## config.mk

```make
export PLATFORM = sky130hd
export DESIGN_NAME = pc_seq_unit_flat
export DESIGN_NICKNAME = d
export VERILOG_FILES = /design/src/rtl/pc_seq_if.sv /design/src/rtl/pc_seq_unit.sv /design/src/flat_wrapper.sv
export SDC_FILE = /design/constraint.sdc
export NUM_CORES = 1
export LEC_CHECK = 0
export ABC_AREA = 1
export BUFFER_PORTS_ARGS = -buffer_cell sky130_fd_sc_hd__buf_2
export CAP_MARGIN = 20
export CORE_MARGIN = 3
export CORE_UTILIZATION = 40
export CTS_BUF_LIST = sky130_fd_sc_hd__clkbuf_4 sky130_fd_sc_hd__clkbuf_8 sky130_fd_sc_hd__clkbuf_16
export DETAILED_ROUTE_END_ITERATION = 10
export PLACE_DENSITY_LB_ADDON = 0.3
export SLEW_MARGIN = 10
export SYNTH_ARGS = -nofsm -noshare
export SYNTH_HDL_FRONTEND = slang
export SYNTH_SLANG_ARGS = --single-unit
```

## constraint.sdc

```tcl
create_clock -name clk -period 2.9 [get_ports clk]
set_clock_uncertainty 0.1 [all_clocks]
set_input_delay 0.435 -clock clk [delete_from_list [all_inputs] [get_ports clk]]
set_output_delay 0.435 -clock clk [all_outputs]
set_load 0.02 [all_outputs]
```

## src/rtl/pc_seq_if.sv

```systemverilog
// Fetch-side bus of the PC sequencer: control in, PC and return-stack status out.
// The master drives stall/op/buscin; the slave (pc_seq_unit) drives the rest.
interface pc_seq_if #(
  parameter int unsigned AW        = 5,
  parameter int unsigned RAS_DEPTH = 4
);
  localparam int unsigned CW = $clog2(RAS_DEPTH + 1);

  logic          stall;
  logic [2:0]    op;
  logic [AW-1:0] buscin;
  logic [AW-1:0] newadr;
  logic [CW-1:0] ras_cnt;
  logic          ras_full;
  logic          ras_empty;
  logic          trap;

  modport master (
    output stall, op, buscin,
    input  newadr, ras_cnt, ras_full, ras_empty, trap
  );

  modport slave (
    input  stall, op, buscin,
    output newadr, ras_cnt, ras_full, ras_empty, trap
  );
endinterface

```

## src/rtl/pc_seq_unit.sv

```systemverilog
// Program-counter sequencer: INC/JMP/BR/CALL/RET with an internal return-address stack.
// Define PC_TRAP_EN to redirect stack overflow/underflow to TRAP_VEC with a one-cycle trap pulse.
module pc_seq_unit #(
  parameter int unsigned AW        = 5,
  parameter int unsigned RAS_DEPTH = 4,
  parameter int unsigned RESET_VEC = 0,
  parameter int unsigned TRAP_VEC  = (2 ** AW) - 1
) (
  input logic      clk,
  input logic      reset,
  pc_seq_if.slave  bus
);
  localparam int unsigned CW = $clog2(RAS_DEPTH + 1);
  localparam int unsigned IW = (RAS_DEPTH > 1) ? $clog2(RAS_DEPTH) : 1;
  localparam logic [AW-1:0] ResetPc = AW'(RESET_VEC);
  localparam logic [CW-1:0] FullCnt = CW'(RAS_DEPTH);

  typedef enum logic [2:0] {
    OpInc  = 3'd0,
    OpJmp  = 3'd1,
    OpBr   = 3'd2,
    OpCall = 3'd3,
    OpRet  = 3'd4
  } op_e;

  if (RAS_DEPTH < 2 || TRAP_VEC >= (2 ** AW)) begin : g_bad_param
    $error("pc_seq_unit: RAS_DEPTH must be >= 2 and TRAP_VEC must fit in AW bits");
  end

  logic [AW-1:0] pc_q, pc_d;
  logic [CW-1:0] cnt_q, cnt_d;
  logic [AW-1:0] ras_q [RAS_DEPTH];
  logic          push;
  logic          fault;
  logic          full, empty;
  logic [AW-1:0] pc_inc;
  logic [AW-1:0] ras_top;

  assign full    = (cnt_q == FullCnt);
  assign empty   = (cnt_q == '0);
  assign pc_inc  = pc_q + AW'(1);
  assign ras_top = ras_q[IW'(cnt_q - CW'(1))];

  always_comb begin
    pc_d  = pc_q;
    cnt_d = cnt_q;
    push  = 1'b0;
    fault = 1'b0;
    if (!bus.stall) begin
      unique case (bus.op)
        OpInc: pc_d = pc_inc;
        OpJmp: pc_d = bus.buscin;
        // Offset is AW-bit two's complement, so a plain modulo-2^AW add is exact.
        OpBr:  pc_d = pc_q + bus.buscin;
        OpCall: begin
          if (!full) begin
            push  = 1'b1;
            cnt_d = cnt_q + CW'(1);
            pc_d  = bus.buscin;
          end else begin
            fault = 1'b1;
            pc_d  = bus.buscin;
          end
        end
        OpRet: begin
          if (!empty) begin
            cnt_d = cnt_q - CW'(1);
            pc_d  = ras_top;
          end else begin
            fault = 1'b1;
            pc_d  = pc_inc;
          end
        end
        default: pc_d = pc_q;
      endcase
`ifdef PC_TRAP_EN
      if (fault) begin
        pc_d = AW'(TRAP_VEC);
      end
`endif
    end
  end

  always_ff @(posedge clk) begin
    if (reset) begin
      pc_q  <= ResetPc;
      cnt_q <= '0;
    end else begin
      pc_q  <= pc_d;
      cnt_q <= cnt_d;
    end
  end

  // Stack storage needs no reset: entries above cnt_q are never read.
  always_ff @(posedge clk) begin
    if (!reset && push) begin
      ras_q[IW'(cnt_q)] <= pc_inc;
    end
  end

`ifdef PC_TRAP_EN
  logic trap_q;

  always_ff @(posedge clk) begin
    if (reset) begin
      trap_q <= 1'b0;
    end else begin
      trap_q <= fault;
    end
  end

  assign bus.trap = trap_q;
`else
  logic unused_fault;
  assign unused_fault = fault;
  assign bus.trap     = 1'b0;
`endif

  assign bus.newadr    = pc_q;
  assign bus.ras_cnt   = cnt_q;
  assign bus.ras_full  = full;
  assign bus.ras_empty = empty;
endmodule
```

## src/flat_wrapper.sv

```systemverilog
// flat-port wrapper written by rule: the top's interface ports become plain ports
module pc_seq_unit_flat 
#(
  parameter int unsigned AW        = 5,
  parameter int unsigned RAS_DEPTH = 4,
  parameter int unsigned RESET_VEC = 0,
  parameter int unsigned TRAP_VEC  = (2 ** AW) - 1
)
  (clk, reset, bus_stall, bus_op, bus_buscin, bus_newadr, bus_ras_cnt, bus_ras_full, bus_ras_empty, bus_trap);
  pc_seq_if #(.AW(AW), .RAS_DEPTH(RAS_DEPTH)) bus_i ();
  input logic clk;
  input logic reset;
  input wire logic [$bits(bus_i.stall)-1:0] bus_stall;
  input wire logic [$bits(bus_i.op)-1:0] bus_op;
  input wire logic [$bits(bus_i.buscin)-1:0] bus_buscin;
  output wire logic [$bits(bus_i.newadr)-1:0] bus_newadr;
  output wire logic [$bits(bus_i.ras_cnt)-1:0] bus_ras_cnt;
  output wire logic [$bits(bus_i.ras_full)-1:0] bus_ras_full;
  output wire logic [$bits(bus_i.ras_empty)-1:0] bus_ras_empty;
  output wire logic [$bits(bus_i.trap)-1:0] bus_trap;
  assign bus_i.stall = bus_stall;
  assign bus_i.op = bus_op;
  assign bus_i.buscin = bus_buscin;
  assign bus_newadr = bus_i.newadr;
  assign bus_ras_cnt = bus_i.ras_cnt;
  assign bus_ras_full = bus_i.ras_full;
  assign bus_ras_empty = bus_i.ras_empty;
  assign bus_trap = bus_i.trap;
  pc_seq_unit #(.AW(AW), .RAS_DEPTH(RAS_DEPTH), .RESET_VEC(RESET_VEC), .TRAP_VEC(TRAP_VEC)) u_core (.clk(clk), .reset(reset), .bus(bus_i));
endmodule
```

==> impl_metrics.env <==
export IMPL_status="finished clean"
export IMPL_startpoint_type="flop"
export IMPL_finalSetupViolations=0
export IMPL_fillers=420
export IMPL_hold_buffers=0
export IMPL_fp_coreArea_mm2=0.00406
export IMPL_ys_seq_area_share_pct=44.7
export IMPL_synth_seq_cells=28
export IMPL_clock_latency_ns=0.28
export IMPL_grt_use_total_pct=15.2
export IMPL_vdd_ir_drop_max_v=0.000213
export IMPL_startpoint="u_core.bus.ras_cnt[0]"
export IMPL_finalPower_uw=913
export IMPL_port_buffers=20
export IMPL_hp_class="input port to flop"
export IMPL_cts_root_buf="clkbuf_8"
export IMPL_post_cts_setup_buffers=0
export IMPL_die_x_um=71.2
export IMPL_crit_chain="inv_1 -> ha_1 -> inv_1 -> nor2_4 -> buf_2"
export IMPL_cts_buffers_inserted=3
export IMPL_num_vias=1385
export IMPL_rsz0062_at_grt="no"
export IMPL_cts_sinks=28
export IMPL_antenna_found_initial=0
export IMPL_via_per_inst=4.88
export IMPL_yosysUniqueCellTypes=26
export IMPL_die_area_mm2=0.00508
export IMPL_worstHoldEndpoint="u_core.bus.ras_cnt[2]"
export IMPL_grt_max_degree=17
export IMPL_synth_edf_count=20
export IMPL_syn_inst=212
export IMPL_h_tree_depth=1
export IMPL_critPathRequiredTime_ns=2.37
export IMPL_dieHeight_um=71.2
export IMPL_crit_family="buffers and inverters"
export IMPL_syn_area_mm2=0.00170
export IMPL_synth_area_leader_cell="edfxtp_1"
export IMPL_wl_mm=3.56
export IMPL_multi_input_area_um2=807
export IMPL_drive_gt1_share_pct=15.4
export IMPL_min_from="reset"
export IMPL_grt_pass1_vias=1403
export IMPL_drt_iter0_markers=85
export IMPL_syn_avg_cell_area_um2=8.03
export IMPL_synthTopCellsByArea="edfxtp_1 (35%), nand2_1 (13%), dfxtp_1 (9.4%)"
export IMPL_finalHoldViolations=0
export IMPL_p_leak_nw=0.890
export IMPL_rows=23
export IMPL_p_per_area_mw_per_mm2=474
export IMPL_synth_top_cell_area_share_pct=35.3
export IMPL_clk_pin_slew_ns=0.10
export IMPL_antenna_left=0
export IMPL_syn_to_final_growth_pct=13.0
export IMPL_regArea_um2=761
export IMPL_finalCritPeriodShare_pct=73.4
export IMPL_min_path_cells=2
export IMPL_n_antenna_cell=0
export IMPL_cp_max_fo=13
export IMPL_synth_common_cells="nand2_1 (59), inv_1 (28), nor2_1 (25)"
export IMPL_gr_total_overflow=0
export IMPL_maxCapViolations=0
export IMPL_start_util_pct=42.0
export IMPL_fmax_mhz=470
export IMPL_worstSetupEndpointType="output pin"
export IMPL_gp_congestion=0.850
export IMPL_synth_ff_type="edfxtp_1"
export IMPL_r2r_start="u_core.bus.ras_cnt[0]"
export IMPL_min_period_ns=2.13
export IMPL_rrSetupSlack_ns=0.92
export IMPL_fin_tns_setup_ns=0
export IMPL_worst_path_buf_inv=3
export IMPL_post_cts_resize_count=0
export IMPL_io_pins=22
export IMPL_path_class="flop to output pin"
export IMPL_cp_data_arrival_time_ns=1.59
export IMPL_grt_pass1_wl_mm=6.20
export IMPL_final_nets=257
export IMPL_ff2ff_path_depth=5
export IMPL_synthesis_nets=234
export IMPL_clockBufferDepth=2
export IMPL_critPathMaxStageDelay_ns=0.32
export IMPL_slowest_stage="dfxtp_1"
export IMPL_hpwl_mm=2.79
export IMPL_synth_warning_count=0
export IMPL_wl_per_cell_um=12.5
export IMPL_synthArstFlopShare_pct=0
export IMPL_synth_most_common_cell="nand2_1"
export IMPL_reg2reg_to="u_core.ras_q[3][2]"
export IMPL_cts_tree="done"
export IMPL_slew_viol_final=0
export IMPL_crit_top_cell="inv_1"
export IMPL_drc_errors=0
export IMPL_firstDrtPassIters=4
layout make-up:
type / count / area share [%]
Clock buffer: 3 / 2.15
Timing Repair Buffer: 21 / 5.59
Tap cell: 50 / 3.25
Sequential cell: 28 / 39.5
Clock inverter: 1 / 1.56
Inverter: 30 / 5.98
Multi-Input combinational cell: 151 / 41.9
routing by layer:
layer	GRT usage (%)	vias to the layer above	routed length [um]
met1	19.4	624	1590
met5	0	-	0
li1	-	724	-
met3	3.23	5	198
met4	2.92	0	20
met2	26.5	32	1760
cell usage in the layout (no fill, tap or decap), types with 2 or more instances in the layout:
| cell type | n |
|---|---|
| nand2_1 | 59 |
| buf_2 | 20 |
| nor2_4 | 3 |
| a22oi_1 | 2 |
| o21ai_0 | 11 |
| inv_1 | 28 |
| edfxtp_1 | 20 |
| a21oi_1 | 5 |
| clkbuf_8 | 3 |
| nand2_2 | 3 |
| nand4_1 | 3 |
| dfxtp_1 | 8 |
| ha_1 | 10 |
| nand3_1 | 20 |
| nor2_1 | 25 |
| xor2_1 | 2 |
per-stage QoR:
| step | utilization (%) | worst slack, ns | hold WS (ns) | instances | cell area, um2 |
|---|---|---|---|---|---|
| finish | 47.4 | 0.771 | 0.256 | 284 | 1920 |
| CTS | 47.4 | 0.769 | 0.254 | 284 | 1920 |
| global placement | 45.7 | 0.964 | 0.411 | 280 | 1850 |
| detailed placement | 45.7 | 0.923 | 0.421 | 280 | 1850 |
| global route | 47.4 | 0.686 | 0.259 | 284 | 1920 |
| floorplan | - | 0.957 | 0.404 | 212 | 1700 |
registers in the layout, indices dropped and copies added, names as in the netlist:
signal	cells
u_core.bus.newadr	5
u_core.ras_q	20
u_core.bus.ras_cnt	3
report_power, final:
group | internal [mW] | leakage [nW] | switching [mW]
sequential | 0.440 | 0.246 | 0.0108
clock | 0.185 | 0.0357 | 0.123
combinational | 0.0530 | 0.607 | 0.101
worst register-to-register path, delay by kind of cell, from the launching register on:
kind / cells / cell delay, ns
DFF: 1 / 0.34
buffers and inverters: 1 / 0.17
adders and majority gates: 1 / 0.27
and+or+nand+nor: 3 / 0.74
worst max path at each step:
| stage | endpoint | slack [ns] | depth (start not counted) |
|---|---|---|---|
| floorplan | u_core.ras_q[0][0] | 0.96 | 6 |
| global placement | u_core.ras_q[1][4] | 0.96 | 5 |
| detailed placement | u_core.ras_q[3][4] | 0.92 | 5 |
| CTS | bus_ras_empty | 0.77 | 5 |
| global route | bus_ras_empty | 0.69 | 5 |
| finish | bus_ras_empty | 0.77 | 5 |
logic make-up (layout without fill, tap and decap cells):
logic type | after synthesis | in the layout | share of synthesized area (%)
AOI/OAI and AO/OA | 21 | 21 | 7.27
xor gates and xnor gates | 3 | 3 | 1.54
adders and majority gates | 11 | 11 | 8.52
buffers and inverters | 33 | 55 | 7.93
DFF | 28 | 28 | 44.7
other | 1 | 1 | 0.220
and+or+nand+nor | 115 | 115 | 29.8
(Power assumes the default switching activity.)
